<file path="src/rtl/uart_console_bridge.sv">
// Bus master for the iob_uart native slave port. It initialises the UART, then polls it and moves
// bytes between the UART and the rx_*/tx_* byte streams.
//
// state    | meaning
// ---------+---------------------------------------------------------------
// INIT0    | write SOFTRESET=1
// INIT1    | write SOFTRESET=0
// INIT2    | write DIV=DIV_VAL
// INIT3    | write TXEN=1
// INIT4    | write RXEN=1, init_done set on ack
// POLL_RX  | read RXREADY (skipped while the rx buffer holds a byte)
// READ_RX  | read RXDATA into the rx buffer
// POLL_TX  | read TXREADY (skipped while the tx buffer is empty)
// WRITE_TX | write the buffered tx byte to TXDATA
module uart_console_bridge #(
    parameter int          ADDR_W      = 3,
    parameter int          DATA_W      = 32,
    parameter logic [15:0] DIV_VAL     = 16'd100,
    parameter int          SOFTRESET_A = 0,
    parameter int          DIV_A       = 2,
    parameter int          TXDATA_A    = 4,
    parameter int          TXEN_A      = 5,
    parameter int          RXEN_A      = 6,
    parameter int          TXREADY_A   = 0,
    parameter int          RXREADY_A   = 1,
    parameter int          RXDATA_A    = 4
) (
    input  logic              clk,
    input  logic              reset,
    output logic              init_done,
    output logic [7:0]        rx_data,
    output logic              rx_valid,
    input  logic              rx_ready,
    input  logic [7:0]        tx_data,
    input  logic              tx_valid,
    output logic              tx_ready,
    output logic              uart_valid,
    output logic [ADDR_W-1:0] uart_addr,
    output logic [DATA_W-1:0] uart_wdata,
    output logic [3:0]        uart_wstrb,
    input  logic [DATA_W-1:0] uart_rdata,
    input  logic              uart_ready
);

    localparam logic [ADDR_W-1:0] SOFTRESET_AD = ADDR_W'(SOFTRESET_A);
    localparam logic [ADDR_W-1:0] DIV_AD       = ADDR_W'(DIV_A);
    localparam logic [ADDR_W-1:0] TXDATA_AD    = ADDR_W'(TXDATA_A);
    localparam logic [ADDR_W-1:0] TXEN_AD      = ADDR_W'(TXEN_A);
    localparam logic [ADDR_W-1:0] RXEN_AD      = ADDR_W'(RXEN_A);
    localparam logic [ADDR_W-1:0] TXREADY_AD   = ADDR_W'(TXREADY_A);
    localparam logic [ADDR_W-1:0] RXREADY_AD   = ADDR_W'(RXREADY_A);
    localparam logic [ADDR_W-1:0] RXDATA_AD    = ADDR_W'(RXDATA_A);

    typedef enum logic [3:0] {
        INIT0,
        INIT1,
        INIT2,
        INIT3,
        INIT4,
        POLL_RX,
        READ_RX,
        POLL_TX,
        WRITE_TX
    } state_t;

    state_t              state_q, state_d;
    logic                valid_q, valid_d;
    logic [ADDR_W-1:0]   addr_q, addr_d;
    logic [DATA_W-1:0]   wdata_q, wdata_d;
    logic [3:0]          wstrb_q, wstrb_d;
    logic                init_done_q, init_done_d;
    logic                rx_valid_q, rx_valid_d;
    logic [7:0]          rx_data_q, rx_data_d;
    logic                tx_full_q, tx_full_d;
    logic [7:0]          tx_byte_q, tx_byte_d;

    logic                start;
    logic                ack;
    logic                need;
    logic                req_wr;
    logic                req_two;
    logic [ADDR_W-1:0]   req_addr;
    logic [15:0]         req_val;
    logic [7:0]          rd_byte;
    logic                tx_ready_w;

    function automatic logic [DATA_W-1:0] lane_data(input logic [1:0] lane, input logic [15:0] v);
        return DATA_W'(v) << {lane, 3'b000};
    endfunction

    function automatic logic [3:0] lane_strb(input logic [1:0] lane, input logic two);
        return (two ? 4'b0011 : 4'b0001) << lane;
    endfunction

    // A new request may only be launched from an idle bus cycle; the ack clears valid_q,
    // so the cycle after every ack is idle by construction.
    assign start      = !valid_q;
    assign ack        = valid_q && uart_ready;
    assign rd_byte    = uart_rdata[{addr_q[1:0], 3'b000} +: 8];
    assign tx_ready_w = init_done_q && !tx_full_q;

    always_comb begin
        state_d     = state_q;
        valid_d     = valid_q;
        addr_d      = addr_q;
        wdata_d     = wdata_q;
        wstrb_d     = wstrb_q;
        init_done_d = init_done_q;
        rx_valid_d  = rx_valid_q;
        rx_data_d   = rx_data_q;
        tx_full_d   = tx_full_q;
        tx_byte_d   = tx_byte_q;
        need        = 1'b0;
        req_wr      = 1'b0;
        req_two     = 1'b0;
        req_addr    = '0;
        req_val     = '0;

        if (rx_valid_q && rx_ready) begin
            rx_valid_d = 1'b0;
        end
        if (tx_valid && tx_ready_w) begin
            tx_full_d = 1'b1;
            tx_byte_d = tx_data;
        end

        case (state_q)
            INIT0: begin
                need     = 1'b1;
                req_wr   = 1'b1;
                req_addr = SOFTRESET_AD;
                req_val  = 16'd1;
                if (ack) state_d = INIT1;
            end
            INIT1: begin
                need     = 1'b1;
                req_wr   = 1'b1;
                req_addr = SOFTRESET_AD;
                req_val  = 16'd0;
                if (ack) state_d = INIT2;
            end
            INIT2: begin
                need     = 1'b1;
                req_wr   = 1'b1;
                req_two  = 1'b1;
                req_addr = DIV_AD;
                req_val  = DIV_VAL;
                if (ack) state_d = INIT3;
            end
            INIT3: begin
                need     = 1'b1;
                req_wr   = 1'b1;
                req_addr = TXEN_AD;
                req_val  = 16'd1;
                if (ack) state_d = INIT4;
            end
            INIT4: begin
                need     = 1'b1;
                req_wr   = 1'b1;
                req_addr = RXEN_AD;
                req_val  = 16'd1;
                if (ack) begin
                    init_done_d = 1'b1;
                    state_d     = POLL_RX;
                end
            end
            POLL_RX: begin
                req_addr = RXREADY_AD;
                if (start) begin
                    if (rx_valid_q) state_d = POLL_TX;
                    else            need    = 1'b1;
                end
                if (ack) state_d = rd_byte[0] ? READ_RX : POLL_TX;
            end
            READ_RX: begin
                need     = 1'b1;
                req_addr = RXDATA_AD;
                if (ack) begin
                    rx_data_d  = rd_byte;
                    rx_valid_d = 1'b1;
                    state_d    = POLL_TX;
                end
            end
            POLL_TX: begin
                req_addr = TXREADY_AD;
                if (start) begin
                    if (!tx_full_q) state_d = POLL_RX;
                    else            need    = 1'b1;
                end
                if (ack) state_d = rd_byte[0] ? WRITE_TX : POLL_RX;
            end
            WRITE_TX: begin
                need     = 1'b1;
                req_wr   = 1'b1;
                req_addr = TXDATA_AD;
                req_val  = {8'h00, tx_byte_q};
                if (ack) begin
                    tx_full_d = 1'b0;
                    state_d   = POLL_RX;
                end
            end
            default: begin
                state_d = INIT0;
            end
        endcase

        if (start && need) begin
            valid_d = 1'b1;
            addr_d  = req_addr;
            wdata_d = req_wr ? lane_data(req_addr[1:0], req_val) : '0;
            wstrb_d = req_wr ? lane_strb(req_addr[1:0], req_two) : 4'b0000;
        end else if (ack) begin
            valid_d = 1'b0;
        end
    end

    always_ff @(posedge clk) begin
        if (!reset) begin
            state_q     <= INIT0;
            valid_q     <= 1'b0;
            addr_q      <= '0;
            wdata_q     <= '0;
            wstrb_q     <= 4'b0000;
            init_done_q <= 1'b0;
            rx_valid_q  <= 1'b0;
            rx_data_q   <= 8'h00;
            tx_full_q   <= 1'b0;
            tx_byte_q   <= 8'h00;
        end else begin
            state_q     <= state_d;
            valid_q     <= valid_d;
            addr_q      <= addr_d;
            wdata_q     <= wdata_d;
            wstrb_q     <= wstrb_d;
            init_done_q <= init_done_d;
            rx_valid_q  <= rx_valid_d;
            rx_data_q   <= rx_data_d;
            tx_full_q   <= tx_full_d;
            tx_byte_q   <= tx_byte_d;
        end
    end

    assign init_done  = init_done_q;
    assign rx_data    = rx_data_q;
    assign rx_valid   = rx_valid_q;
    assign tx_ready   = tx_ready_w;
    assign uart_valid = valid_q;
    assign uart_addr  = addr_q;
    assign uart_wdata = wdata_q;
    assign uart_wstrb = wstrb_q;

endmodule

</file>
<file path="config.mk">
export PLATFORM = sky130hd
export DESIGN_NAME = uart_console_bridge
export DESIGN_NICKNAME = d
export VERILOG_FILES = /design/src/rtl/uart_console_bridge.sv
export SDC_FILE = /design/constraint.sdc
export NUM_CORES = 1
export LEC_CHECK = 0
export ABC_AREA = 1
export ABC_CLOCK_PERIOD_IN_PS = 1800
export CELL_PAD_IN_SITES_DETAIL_PLACEMENT = 2
export CELL_PAD_IN_SITES_GLOBAL_PLACEMENT = 2
export CORE_ASPECT_RATIO = 1.75
export CORE_MARGIN = 2
export CORE_UTILIZATION = 23
export DETAILED_ROUTE_END_ITERATION = 16
export GPL_ROUTABILITY_DRIVEN = 0
export HOLD_SLACK_MARGIN = 0.08
export PLACE_DENSITY_LB_ADDON = 0.1
export SLEW_MARGIN = 20
export SYNTH_ARGS = -nofsm -noshare
export SYNTH_HDL_FRONTEND = slang
export SYNTH_SLANG_ARGS = --single-unit
</file>
<file path="constraint.sdc">
create_clock -name clk -period 1.8 [get_ports clk]
set_input_delay 0.36 -clock clk [delete_from_list [all_inputs] [get_ports clk]]
set_output_delay 0.36 -clock clk [all_outputs]
set_load 0.05 [all_outputs]
</file>
==> results.toml, run 1 <==
[cts]
cts_root_buffer = "clkbuf_16"
htreeDepth = 3
cts_tree = "yes"
clkLatencyLatePin_ns = 0.33
post-cts-setup-buffer-count = 0
numCtsBuffers = 9
cts_buffer_depth = 2
clkTransAtPathRegs_ns = 0.05
clock-sinks = 63

[final_layout]
antennaDiodeCount = 0
fin_nets = 517
final_layout_size_suffix_gt1_share_pct = 21.8
fill_cells = 1327
syn_to_final_growth_pct = 53.0

[placed_design]
numPortBuffers = 95
hpwl_um = 7150
place_ws_ns = 0.0653

[timing]
fmax_mhz = 622
maxSlewHeadroom_pct = 70.5
slew_violations = 0
skew_ns = 0.00565
period_share_pct = 89.3
worst_pin_slew_ns = 0.442
rsz0062_at_grt = "no"
period_minus_slack_ns = 1.61
setup_viol = 0
fin_ws_ns = 0.193
tns_ns = 0
finalHoldViolations = 0

[yosys]
synth_top_area_share_pct = 48.0
ys_top_cells_by_area = "dfxtp_1 48%, nor2_1 9.9%, nand2_1 9.7%, a21oi_1 6.5%, o21ai_0 6.5%"
seq_area_frac_synth_pct = 48.0
ys_ff_latch = 63
ys_types = 25
syn-num-nets = 410
synthesis.area_sq_mm = 0.00263
ys_warn_count = 0
synth_top_area_cell = "dfxtp_1"
syn_area_per_cell_sq_um = 7.20
synthCells = 365

[pwr]
p_int_mw = 2.57
clockPowerShare_pct = 44.9
ir_drop_v = 0.000541
leakage_nw = 1.68
p_seq_share_pct = 41.6
swShare_pct = 25.3
power.net_switching_uw = 869
comb_power_share_pct = 13.5
power_density_mw_per_mm2 = 855

[global_route]
grt.total_usage_pct = 14.8
grt_pass1_wl_um = 14500
grt-ovfl-total = 0
use_met1_pct = 15.3
grt_pass1_vias = 2994
use_met2_pct = 27.5
grt_max_degree = 19
met3_usage_pct = 4.42
grt_busiest_layer = "met2"
antenna_found_initial = 0

[run_status]
outcome = "finished clean"

[critical_path]
worst_ep_arrival_time_ns = 1.81
path_max_fanout = 11
path_buf_inv = 3
cp_top_family = "simple AND/OR/NAND/NOR gates"
path_cells = "inv_1 -> nor2_1 -> nand3_1 -> nand2_1 -> inv_2 -> nand2_4 -> nand2_4 -> buf_4 -> nand2_1 -> a21oi_1"
startpoint_type = "flop"
cp_slowest_stage_delay_ns = 0.38
cp_data_required_time_ns = 2.01
cpMaxStageDelayCell = "dfxtp_1"
crit_type = "flop to flop"
endpoint_kind = "flop"

[die]
rows = 51
die-area_sq_mm = 0.0123
io_pins = 96
fp.dieH_um = 145
die_w_um = 84.8
initial_core_util_pct = 23.7
core-area_sq_mm = 0.0111

[routing]
drt-total-wl_um = 8950
first_iter_violations = 42
first_pass_iters = 4
postRouteAntennaNets = 0
viasPerCell = 4.60
num_vias = 2799
avgRoutedWirePerCell_um = 14.7
drcViolationCount = 0

[min_path]
hold_class = "flop to flop"

[job]
drv_cap = 0
[area by class of cell]
class / count / area [sq um] / share of cell area, %
clock inverters: 4 / 22.5 / 0.560
flip-flops and latches: 63 / 1260 / 31.5
clock buffers: 11 / 243 / 6.04
repair buffers: 116 / 1040 / 26.0
multi-input cells: 255 / 1180 / 29.3
well taps: 132 / 165 / 4.11
inverters: 27 / 101 / 2.52
[path summary, 6_finish.rpt]
path	startpoint	end	slack (ns)	cells after the start
setup / recovery	state_q[0]	uart_wstrb[0]	0.19	10
setup reg to reg	state_q[0]	uart_wstrb[0]	0.19	10
hold reg to reg	uart_wdata[9]	uart_wdata[9]	0.44	2
hold / removal	uart_wdata[9]	uart_wdata[9]	0.44	2
[cell families after synthesis]
logic type	after synthesis	share of synthesized area, %
AO/OA/AOI/OAI	80	16.2
flip-flops	63	48.0
AND/OR/NAND/NOR	175	27.8
buffers and inverters	47	8.05
[synthesized netlist by cell type]
master,number
a21oi_2,1
nor2_4,1
dfxtp_1,63
o21a_1,1
o21ai_0,34
a211oi_1,2
a21oi_1,34
nand2_2,2
buf_4,2
buf_2,4
clkinv_1,1
nand4_1,1
a31oi_1,7
nand2_1,68
o2111ai_1,1
nand3_2,1
nand2_4,1
nand3_1,28
clkbuf_1,11
inv_2,3
nor3_1,1
buf_6,3
inv_1,23
nor2_1,69
nor2_2,3
[timing repair]
action,in CTS,in global routing
endpoints found under the setup margin,0,35
hold buffers,0,0
resized for setup,0,6
[cell usage in the layout, fill, tap and decap left out, types with 2 or more instances in the layout]
master           instances
nand3_1                 27
nor2_2                   3
clkdlybuf4s50_1         44
clkbuf_16                9
nand3_2                  2
a21oi_1                 34
buf_4                   67
inv_1                   23
buf_12                   5
dfxtp_2                  3
a211oi_1                 2
nor2_1                  67
nand2_1                 68
dfxtp_1                 60
a31oi_1                  7
nor2_4                   3
nand2_4                  2
inv_2                    3
o21ai_0                 34
clkinv_2                 3
[per-stage QoR]
step           cell area (sq um)  cells  hold WS (ns)  power (mW)  utilization, %
2_1_floorplan               2640    365         0.430        1.71               -
3_3_place_gp                3730    593         0.424        1.92            33.6
3_5_place_dp                3730    593         0.433        1.93            33.6
4_1_cts                     4000    608         0.443        3.51            36.0
5_1_grt                     4020    608         0.459        3.60            36.2
6_report                    4020    608         0.440        3.44            36.2
[routing by layer]
layer | up-vias | wire length, um
met5 | - | 0
met1 | 1319 | 3420
met4 | 0 | 131
met3 | 9 | 486
met2 | 73 | 4920
li1 | 1398 | -
[registers in the layout (all words and copies together), names as in the netlist]
name / cells
tx_byte_q: 8
rx_valid: 1
uart_valid: 1
rx_data: 8
state_q: 4
uart_wstrb: 4
uart_wdata: 32
tx_full_q: 1
uart_addr: 3
init_done: 1
[power groups by stage]
stage	registers (mW)	logic (mW)	clock network, mW
floorplan	1.50	0.213	0
global placement	1.46	0.468	0
detailed placement	1.46	0.472	0
CTS	1.43	0.474	1.61
global route	1.43	0.513	1.66
finish	1.43	0.465	1.54
[worst reg2reg max path, delay by kind of cell, from the launching register on]
kind            cells  cell delay (ns)
buf+inv             3             0.34
compound gates      1             0.06
flops               1             0.38
simple gates        6             0.71
Note: power is estimated with default switching activity, not from simulation.
==> inputs of run 2 (changes only) <==
--- a/config.mk
+++ b/config.mk
@@ -14,9 +14,10 @@
 export CORE_UTILIZATION = 23
 export DETAILED_ROUTE_END_ITERATION = 16
 export GPL_ROUTABILITY_DRIVEN = 0
-export HOLD_SLACK_MARGIN = 0.08
+export HOLD_SLACK_MARGIN = 0.05
 export PLACE_DENSITY_LB_ADDON = 0.1
 export SLEW_MARGIN = 20
 export SYNTH_ARGS = -nofsm -noshare
 export SYNTH_HDL_FRONTEND = slang
 export SYNTH_SLANG_ARGS = --single-unit
+export TNS_END_PERCENT = 30
==> results of run 2 <==
Final layout, timing and power as in run 1 (identical DEF).
==> inputs of run 3 (changes only) <==
--- a/config.mk
+++ b/config.mk
@@ -9,7 +9,6 @@
 export ABC_CLOCK_PERIOD_IN_PS = 1800
 export CELL_PAD_IN_SITES_DETAIL_PLACEMENT = 2
 export CELL_PAD_IN_SITES_GLOBAL_PLACEMENT = 2
-export CORE_ASPECT_RATIO = 1.75
 export CORE_MARGIN = 2
 export CORE_UTILIZATION = 23
 export DETAILED_ROUTE_END_ITERATION = 16
==> results.toml, run 3 (synthesis gave the netlist of run 1 again) <==
[critical_path]
crit_type = "flop to flop"
cp_slowest_stage_delay_ns = 0.36
r2r_cells = 9
reg2reg_to = "uart_wdata[6]"
crit_start = "state_q[0]"
r2r_start = "state_q[0]"
endpoint_kind = "flop"
crit_path_frequent_cell = "nand2_1"
cp_num_cells = 9
ff2ff_setup_slack_ns = 0.21
cpMaxStageDelayCell = "dfxtp_2"
cp_data_required_time_ns = 2.01
startpoint_type = "flop"
worst_ep_arrival_time_ns = 1.80
cp_top_family = "simple AND/OR/NAND/NOR gates"
path_cells = "nor2_1 -> nand2_1 -> nand3_2 -> nor2_4 -> nand2_4 -> nand2_2 -> buf_12 -> nand2_1 -> a21oi_1"
cp-endpoint = "uart_wdata[6]"
path_buf_inv = 1
path_max_fanout = 22

[placed_design]
hpwl_um = 6750
numPortBuffers = 95

[final_layout]
fill_cells = 1301
final_common_cell = "nand2_1"
final_layout_size_suffix_gt1_share_pct = 21.4
seqCellArea_sq_mm = 0.00127
multi_input_area_sq_mm = 0.00116
syn_to_final_growth_pct = 54.2
utilization_pct = 35.9
antennaDiodeCount = 0
fin_nets = 513
largest_reg_flops = 32
final_cell_mix = "68 x nand2_1, 67 x nor2_1, 62 x buf_4, 59 x dfxtp_1, 44 x clkdlybuf4s50_1"

[pwr]
power_density_mw_per_mm2 = 924
ir_drop_v = 0.000416
leakage_nw = 1.68
total_power_mw = 3.74

[die]
fp.dieH_um = 111
initial_core_util_pct = 23.3
rows = 39
io_pins = 96
die-area_sq_mm = 0.0123
die_w_um = 111
core-area_sq_mm = 0.0113

[cts]
clkTransAtPathRegs_ns = 0.06
cts_buffer_depth = 2
cts_tree = "yes"
hold_buffers = 0
numCtsBuffers = 9
clkLatencyLatePin_ns = 0.33
cts_root_buffer = "clkbuf_16"
htreeDepth = 3
clock-sinks = 63

[timing]
period_minus_slack_ns = 1.59
tns_ns = 0
slew_violations = 0
maxSlewHeadroom_pct = 71.3
finalHoldViolations = 0
period_share_pct = 88.6
fmax_mhz = 627
rsz0062_at_grt = "no"
setup_viol = 0
worst_pin_slew_ns = 0.429
skew_ns = 0.00534
holdWs_ns = 0.438

[routing]
drt-total-wl_um = 8760
viasPerCell = 4.48
first_pass_iters = 4
avgRoutedWirePerCell_um = 14.2
drcViolationCount = 0
postRouteAntennaNets = 0
first_iter_violations = 128
num_vias = 2761

[job]
drv_cap = 0

[global_route]
grt_pass1_vias = 2961
grt-ovfl-total = 0
grt.total_usage_pct = 15.1
antenna_found_initial = 0
grt_max_degree = 27
grt_pass1_wl_um = 15000

[run_status]
outcome = "finished clean"

[min_path]
hold_class = "flop to flop"
run 3: worst min-delay path by stage:
stage	start	cells past startpoint	to	slack (ns)
4_1_cts	uart_wdata[20]	2	uart_wdata[20]	0.44
3_5_place_dp	uart_wdata[20]	2	uart_wdata[20]	0.43
2_1_floorplan	tx_byte_q[2]	2	tx_byte_q[2]	0.43
5_1_grt	uart_wdata[12]	2	uart_wdata[12]	0.46
6_report	uart_wdata[28]	2	uart_wdata[28]	0.44
3_3_place_gp	uart_wdata[30]	2	uart_wdata[30]	0.43
run 3: per-stage QoR:
stage / cells / setup slack [ns] / instance area, sq um
after floorplan: 365 / 0.157 / 2640
final: 616 / 0.205 / 4050
after CTS: 616 / 0.0506 / 4040
after global placement: 600 / 0.115 / 3730
after global routing: 616 / 0.0157 / 4050
after detailed placement: 600 / 0.0600 / 3730
run 3: metal layers:
layer  track usage (%)  vias up  share of wire, %
met5                 0        -                 0
met4              5.25        0               1.4
met3              4.37       15               5.8
met2              24.0       65                46
met1              19.5     1292                47
li1                  -     1389                 -
run 3: worst reg2reg max path: cells and delay by family, from the launching register on:
| kind | cells | cell delay, ns |
|---|---|---|
| flip-flops | 1 | 0.36 |
| buffers and inverters | 1 | 0.17 |
| AND/OR/NAND/NOR | 7 | 0.88 |
| AO/OA/AOI/OAI | 1 | 0.06 |
run 3: final cells by class:
type	instances	share of cell area, %
multi-input cells	255	28.7
clock buffers	10	5.65
well taps	143	4.42
inverters	27	2.50
flip-flops and latches	63	31.3
repair buffers	112	25.3
clock inverters	6	2.10
run 3: what timing repair did:
action	4_1_cts	5_1_grt
setup endpoints to repair	0	42
hold endpoints to repair	0	0
gates resized for setup	0	4
buffers inserted	0	0
run 3: power breakdown:
group	switching, mW	internal (mW)	leakage, nW
Sequential	0.0193	1.41	0.510
Combinational	0.258	0.209	1.02
Clock	0.635	1.21	0.148
Total	0.913	2.83	1.68
